## config.mk

```make
export PLATFORM = sky130hd
export DESIGN_NAME = otsu_min_select
export DESIGN_NICKNAME = d
export VERILOG_FILES = /design/src/rtl/otsu_min_select.sv
export SDC_FILE = /design/constraint.sdc
export NUM_CORES = 1
export LEC_CHECK = 0
export CAP_MARGIN = 40
export CORE_ASPECT_RATIO = 2
export CORE_MARGIN = 3
export CORE_UTILIZATION = 48
export CTS_BUF_LIST = sky130_fd_sc_hd__clkbuf_16
export DETAILED_ROUTE_END_ITERATION = 16
export PLACE_DENSITY = 0.89
export SLEW_MARGIN = 20
export SYNTH_ARGS = -nofsm -noshare
export SYNTH_HDL_FRONTEND = slang
export SYNTH_SLANG_ARGS = --single-unit
export TNS_END_PERCENT = 100
```

## constraint.sdc

```tcl
create_clock -name clk -period 3.5 [get_ports clk]
set_input_delay 0.35 -clock clk [delete_from_list [all_inputs] [get_ports clk]]
set_output_delay 0.35 -clock clk [all_outputs]
set_load 0.01 [all_outputs]
```

## src/rtl/otsu_min_select.sv

```systemverilog
// Streaming minimum-variance threshold search for the Otsu pipeline.
// Optional index checker enabled by defining OTSU_SEL_SEQCHK_EN.
module otsu_min_select #(
  parameter int SW    = 33,
  parameter int TW    = 8,
  parameter int NBINS = 256
) (
  input  logic          clk,
  input  logic          rst_n,
  input  logic          start,
  input  logic          in_valid,
  output logic          in_ready,
  input  logic [TW-1:0] in_thr,
  input  logic [SW-1:0] in_sigmaW,
  input  logic          in_last,
  output logic          res_valid,
  input  logic          res_ready,
  output logic [TW-1:0] res_thr,
  output logic [SW-1:0] res_sigmaW,
  output logic [TW:0]   res_count,
  output logic          seq_err,
  output logic          busy
);

  typedef enum logic [1:0] {
    IDLE = 2'd0,
    SCAN = 2'd1,
    DONE = 2'd2
  } state_e;

  localparam logic [TW:0] CNT_MAX = (TW+1)'(NBINS - 1);

  state_e        state_q, state_d;
  logic [SW-1:0] min_q, min_d;
  logic [TW-1:0] best_q, best_d;
  logic [TW:0]   cnt_q, cnt_d;
  logic          acc;
  logic          take;
  logic          clr;

  assign acc  = in_valid && (state_q == SCAN);
  assign take = (cnt_q == '0) || (in_sigmaW < min_q);
  assign clr  = start && (state_q == IDLE);

  always_comb begin
    state_d = state_q;
    min_d   = min_q;
    best_d  = best_q;
    cnt_d   = cnt_q;
    unique case (state_q)
      IDLE: begin
        if (start) begin
          min_d   = '1;
          best_d  = '0;
          cnt_d   = '0;
          state_d = SCAN;
        end
      end
      SCAN: begin
        if (acc) begin
          cnt_d = cnt_q + 1'b1;
          if (take) begin
            min_d  = in_sigmaW;
            best_d = in_thr;
          end
          if (in_last || cnt_q == CNT_MAX)
            state_d = DONE;
        end
      end
      DONE: begin
        if (res_ready)
          state_d = IDLE;
      end
      default: state_d = IDLE;
    endcase
  end

  always_ff @(posedge clk or negedge rst_n) begin
    if (!rst_n) begin
      state_q <= IDLE;
      min_q   <= '1;
      best_q  <= '0;
      cnt_q   <= '0;
    end else begin
      state_q <= state_d;
      min_q   <= min_d;
      best_q  <= best_d;
      cnt_q   <= cnt_d;
    end
  end

`ifdef OTSU_SEL_SEQCHK_EN
  logic seq_q, seq_d;

  always_comb begin
    seq_d = seq_q;
    if (clr)
      seq_d = 1'b0;
    else if (acc && in_thr != cnt_q[TW-1:0])
      seq_d = 1'b1;
  end

  always_ff @(posedge clk or negedge rst_n) begin
    if (!rst_n)
      seq_q <= 1'b0;
    else
      seq_q <= seq_d;
  end

  assign seq_err = seq_q;
`else
  assign seq_err = 1'b0;
`endif

  assign in_ready   = (state_q == SCAN);
  assign res_valid  = (state_q == DONE);
  assign busy       = (state_q != IDLE);
  assign res_thr    = best_q;
  assign res_sigmaW = min_q;
  assign res_count  = cnt_q;

endmodule

```

==> run_summary.xml <==
<?xml version="1.0" encoding="UTF-8"?>
<metrics>
  <group name="timing">
    <metric name="max_clock_freq" unit="MHz">352</metric>
    <metric name="fin_skew" unit="ps">5.69</metric>
    <metric name="hold_violations_final" unit="">0</metric>
    <metric name="fin_crit_sh" unit="%">81.2</metric>
    <metric name="setup_total_negative_slack" unit="ps">0</metric>
    <metric name="rsz0062_at_grt" unit="">no</metric>
    <metric name="report.final.setup_viol" unit="">0</metric>
    <metric name="worstMarginPinSlew" unit="ps">647</metric>
    <metric name="slew_violations" unit="">0</metric>
    <metric name="slew-limit-headroom" unit="%">56.9</metric>
    <metric name="period_needed" unit="ps">2840</metric>
  </group>
  <group name="placement">
    <metric name="dpl-instance-area" unit="um2">4400</metric>
    <metric name="port_buffers" unit="">99</metric>
    <metric name="globalplace.congestion" unit="">0.856</metric>
    <metric name="place.detailed.instances" unit="">552</metric>
    <metric name="dp_hpwl" unit="mm">6.92</metric>
  </group>
  <group name="clock_network">
    <metric name="post-cts-setup-buffers" unit="">0</metric>
    <metric name="ctsResizeCount" unit="">0</metric>
    <metric name="clk_pin_slew" unit="ps">70</metric>
    <metric name="clock_tree.htree_level_count" unit="">2</metric>
    <metric name="clockRootBuffer" unit="">clkbuf_16</metric>
    <metric name="insertion_delay_to_the_later_sink_of_the_worst_skew_pair" unit="ps">300</metric>
    <metric name="tritoncts_clock_tree" unit="">yes</metric>
    <metric name="hold_fix_buffer_count_after_cts" unit="">0</metric>
    <metric name="cts.sink_count" unit="">52</metric>
    <metric name="cts-root-to-sink-buffers" unit="">2</metric>
    <metric name="tritoncts.num_buffers" unit="">5</metric>
  </group>
  <group name="setup_path">
    <metric name="crit_path_max_fo" unit="">25</metric>
    <metric name="critical_path_required" unit="ps">3680</metric>
    <metric name="kind_of_launch_point_of_the_worst_setup_path" unit="">flop</metric>
    <metric name="critPathArrivalTime" unit="ps">3020</metric>
    <metric name="cp.buffers_inverters" unit="">2</metric>
    <metric name="reg2reg_capture_point" unit="">res_thr[0]$_DFFE_PN0P_</metric>
    <metric name="r2r_cells" unit="">9</metric>
    <metric name="critical_path.cell_chain" unit="">inv_1 &gt; ha_1 &gt; nand4_1 &gt; nor4_1 &gt; a221oi_1 &gt; o211ai_2 &gt; a211oi_4 &gt; buf_4 &gt; a221o_1</metric>
    <metric name="slowest_delay" unit="ps">540</metric>
    <metric name="cp_max_stage_cell" unit="">dfstp_2</metric>
    <metric name="worstSetupEndpointType" unit="">flop</metric>
    <metric name="cp_num_cells" unit="">9</metric>
    <metric name="cp-endpoint" unit="">res_thr[0]$_DFFE_PN0P_</metric>
    <metric name="cpLargestDelayFamily" unit="">compound AO/OA/AOI/OAI gates</metric>
    <metric name="r2r_setup_slack" unit="ps">660</metric>
    <metric name="timing_worst_setup_path_type" unit="">reg -&gt; reg</metric>
    <metric name="timing.rr.start" unit="">res_sigmaW[15]$_DFFE_PN1P_</metric>
    <metric name="timing_startpoint_of_the_critical_path" unit="">res_sigmaW[15]$_DFFE_PN1P_</metric>
  </group>
  <group name="route">
    <metric name="route.detailed.vias_per_inst" unit="">5.73</metric>
    <metric name="routed_wirelength" unit="mm">9.34</metric>
    <metric name="via_count" unit="">3206</metric>
    <metric name="drt_first_iter_violations" unit="">367</metric>
    <metric name="postRouteAntennaNets" unit="">0</metric>
    <metric name="post_drt_wl_per_cell" unit="um">16.7</metric>
    <metric name="drt-pass1-iter-count" unit="">11</metric>
    <metric name="remaining_drc_errors" unit="">0</metric>
  </group>
  <group name="floorplan">
    <metric name="floorplan.initialDensity" unit="%">49.8</metric>
    <metric name="floorplan.die_area" unit="um2">8020</metric>
    <metric name="floorplan.die.height" unit="um">124</metric>
    <metric name="die-width" unit="um">64.8</metric>
    <metric name="ios" unit="">101</metric>
    <metric name="core_area" unit="um2">6670</metric>
    <metric name="floorplan.rows" unit="">42</metric>
  </group>
  <group name="global_route">
    <metric name="met1_usage" unit="%">25.7</metric>
    <metric name="global_route.peak_usage_layer" unit="">met2</metric>
    <metric name="initial_antenna_violation_count" unit="">0</metric>
    <metric name="grt_start_max_net_pins" unit="">42</metric>
    <metric name="met3_usage" unit="%">3.70</metric>
    <metric name="final_global_route_overflow_total" unit="">0</metric>
    <metric name="groute.layer.met2.usage" unit="%">43.4</metric>
    <metric name="grtUsageTotal" unit="%">23.9</metric>
    <metric name="grt_first_pass_wirelength" unit="mm">14.9</metric>
    <metric name="first_global_vias" unit="">3273</metric>
  </group>
  <group name="power_and_ir_drop">
    <metric name="power.switching" unit="W">0.00139</metric>
    <metric name="sequentialPowerShare" unit="%">33.4</metric>
    <metric name="power_per_cell_area" unit="nW/um2">776</metric>
    <metric name="clock_power_share" unit="%">13.9</metric>
    <metric name="power" unit="W">0.00353</metric>
    <metric name="cellLeakagePower" unit="nW">2.21</metric>
    <metric name="p_sw_share" unit="%">39.5</metric>
    <metric name="p_comb_share" unit="%">52.7</metric>
    <metric name="vdd_drop_max" unit="mV">0.431</metric>
    <metric name="intPower" unit="W">0.00213</metric>
  </group>
  <group name="logic_synthesis">
    <metric name="synth_seq_area_share" unit="%">40.4</metric>
    <metric name="synth-edff-count" unit="">0</metric>
    <metric name="synth_top_flop_cell" unit="">dfstp_2</metric>
    <metric name="synth_fp_nets" unit="">457</metric>
    <metric name="syn_area" unit="um2">3320</metric>
    <metric name="yosys_register_bits" unit="">52</metric>
    <metric name="yosys_warnings" unit="">0</metric>
    <metric name="post_synth.cell_area_avg" unit="um2">8.86</metric>
    <metric name="syn-instance-count" unit="">375</metric>
    <metric name="synthDistinctLibCells" unit="">36</metric>
    <metric name="synthArstFlopShare" unit="%">100</metric>
  </group>
  <group name="layout">
    <metric name="final-instance-count-excl-fill" unit="">560</metric>
    <metric name="final_cell_mix" unit="">clkdlybuf4s50_1, inv_1, nor2_1</metric>
    <metric name="final_core_utilization" unit="%">68.1</metric>
    <metric name="stdcell_area" unit="um2">4540</metric>
    <metric name="syn_to_final_growth" unit="%">36.8</metric>
    <metric name="design.final.nets" unit="">553</metric>
    <metric name="diodes" unit="">0</metric>
    <metric name="share_of_post_route_cells_with_drive_strength_above_1" unit="%">11.4</metric>
    <metric name="layout.cells.most_common" unit="">clkdlybuf4s50_1</metric>
  </group>
  <group name="min_path">
    <metric name="worst_hold_path_type" unit="">in -&gt; async</metric>
  </group>
  <group name="run">
    <metric name="drv.max_cap_violation_count" unit="">0</metric>
  </group>
  <group name="status">
    <metric name="result_of_the_run" unit="">complete, no violations</metric>
  </group>
</metrics>
-- cells in the mapped netlist (2+ instances only) --
library cell | n | area share (%)
a21oi_1 | 17 | 2.6
a221o_1 | 9 | 2.7
a221oi_1 | 3 | 0.79
a222oi_1 | 32 | 9.6
buf_2 | 7 | 1.1
clkbuf_1 | 9 | 1.0
dfrtp_1 | 19 | 14
dfstp_2 | 33 | 26
ha_1 | 35 | 13
inv_1 | 79 | 8.9
nand2_1 | 20 | 2.3
nand2b_1 | 4 | 0.75
nand3_1 | 4 | 0.60
nand4_1 | 7 | 1.3
nor2_1 | 60 | 6.8
nor4_1 | 2 | 0.38
o21ai_0 | 11 | 1.7
o2bb2ai_1 | 2 | 0.53
or3_1 | 3 | 0.57
xor2_1 | 3 | 0.79
-- per-layer routing --
metal  wire [um]  share of wire [%]  up-vias
met5           0                  0        -
met4         444                4.8        0
met3         481                5.2       32
met2        5000                 54      148
met1        3410                 37     1528
li1            -                  -     1498
-- worst min path at each step --
stage	end	slack, ps	cells after the start
floorplan	res_count[0]$_DFFE_PN0P_	50	0
global placement	res_thr[7]$_DFFE_PN0P_	410	1
detailed placement	res_thr[4]$_DFFE_PN0P_	410	1
CTS	res_thr[4]$_DFFE_PN0P_	90	1
global route	res_thr[5]$_DFFE_PN0P_	120	1
finish	res_thr[7]$_DFFE_PN0P_	70	1
-- registers in the layout, indices dropped and copies added (netlist names) --
register    cells
res_thr         8
res_sigmaW     33
res_count       9
state_q         2
-- metrics by stage --
stage / setup slack [ps] / hold WS (ps)
after floorplan: 994 / 54.4
after detailed placement: 421 / 406
after CTS: 632 / 90.4
final: 657 / 71.6
after global placement: 454 / 412
after global routing: 455 / 117
-- cell type report --
cell class | count | area, um2
clock buffer | 5 | 125
fill | 547 | 2130
sequential | 52 | 1340
tap | 88 | 110
clock inverter | 3 | 18.8
multi-input combinational | 226 | 1610
inverter | 79 | 297
timing repair buffer | 107 | 1050
-- kinds of logic (layout without fill, tap and decap cells) --
kind of cell | after synthesis | count (layout) | synth area share [%]
AO/OA/AOI/OAI | 80 | 80 | 19.6
XOR/XNOR | 3 | 3 | 0.791
adder cells (fa/ha/maj) | 35 | 35 | 13.2
buffers and inverters | 97 | 194 | 11.6
flip-flops | 52 | 52 | 40.4
multiplexers | 1 | 1 | 0.301
other | 1 | 1 | 0.113
AND/OR/NAND/NOR | 106 | 106 | 14.0
-- power by group through the flow --
stage	Sequential [W]	Combinational (W)	Clock (W)
final	0.00118	0.00186	0.000491
after global routing	0.00121	0.00204	0.000525
after CTS	0.00118	0.00186	0.000499
after detailed placement	0.00118	0.00185	0
after global placement	0.00117	0.00178	0
after floorplan	0.00126	0.000917	0
(Power assumes the default switching activity.)
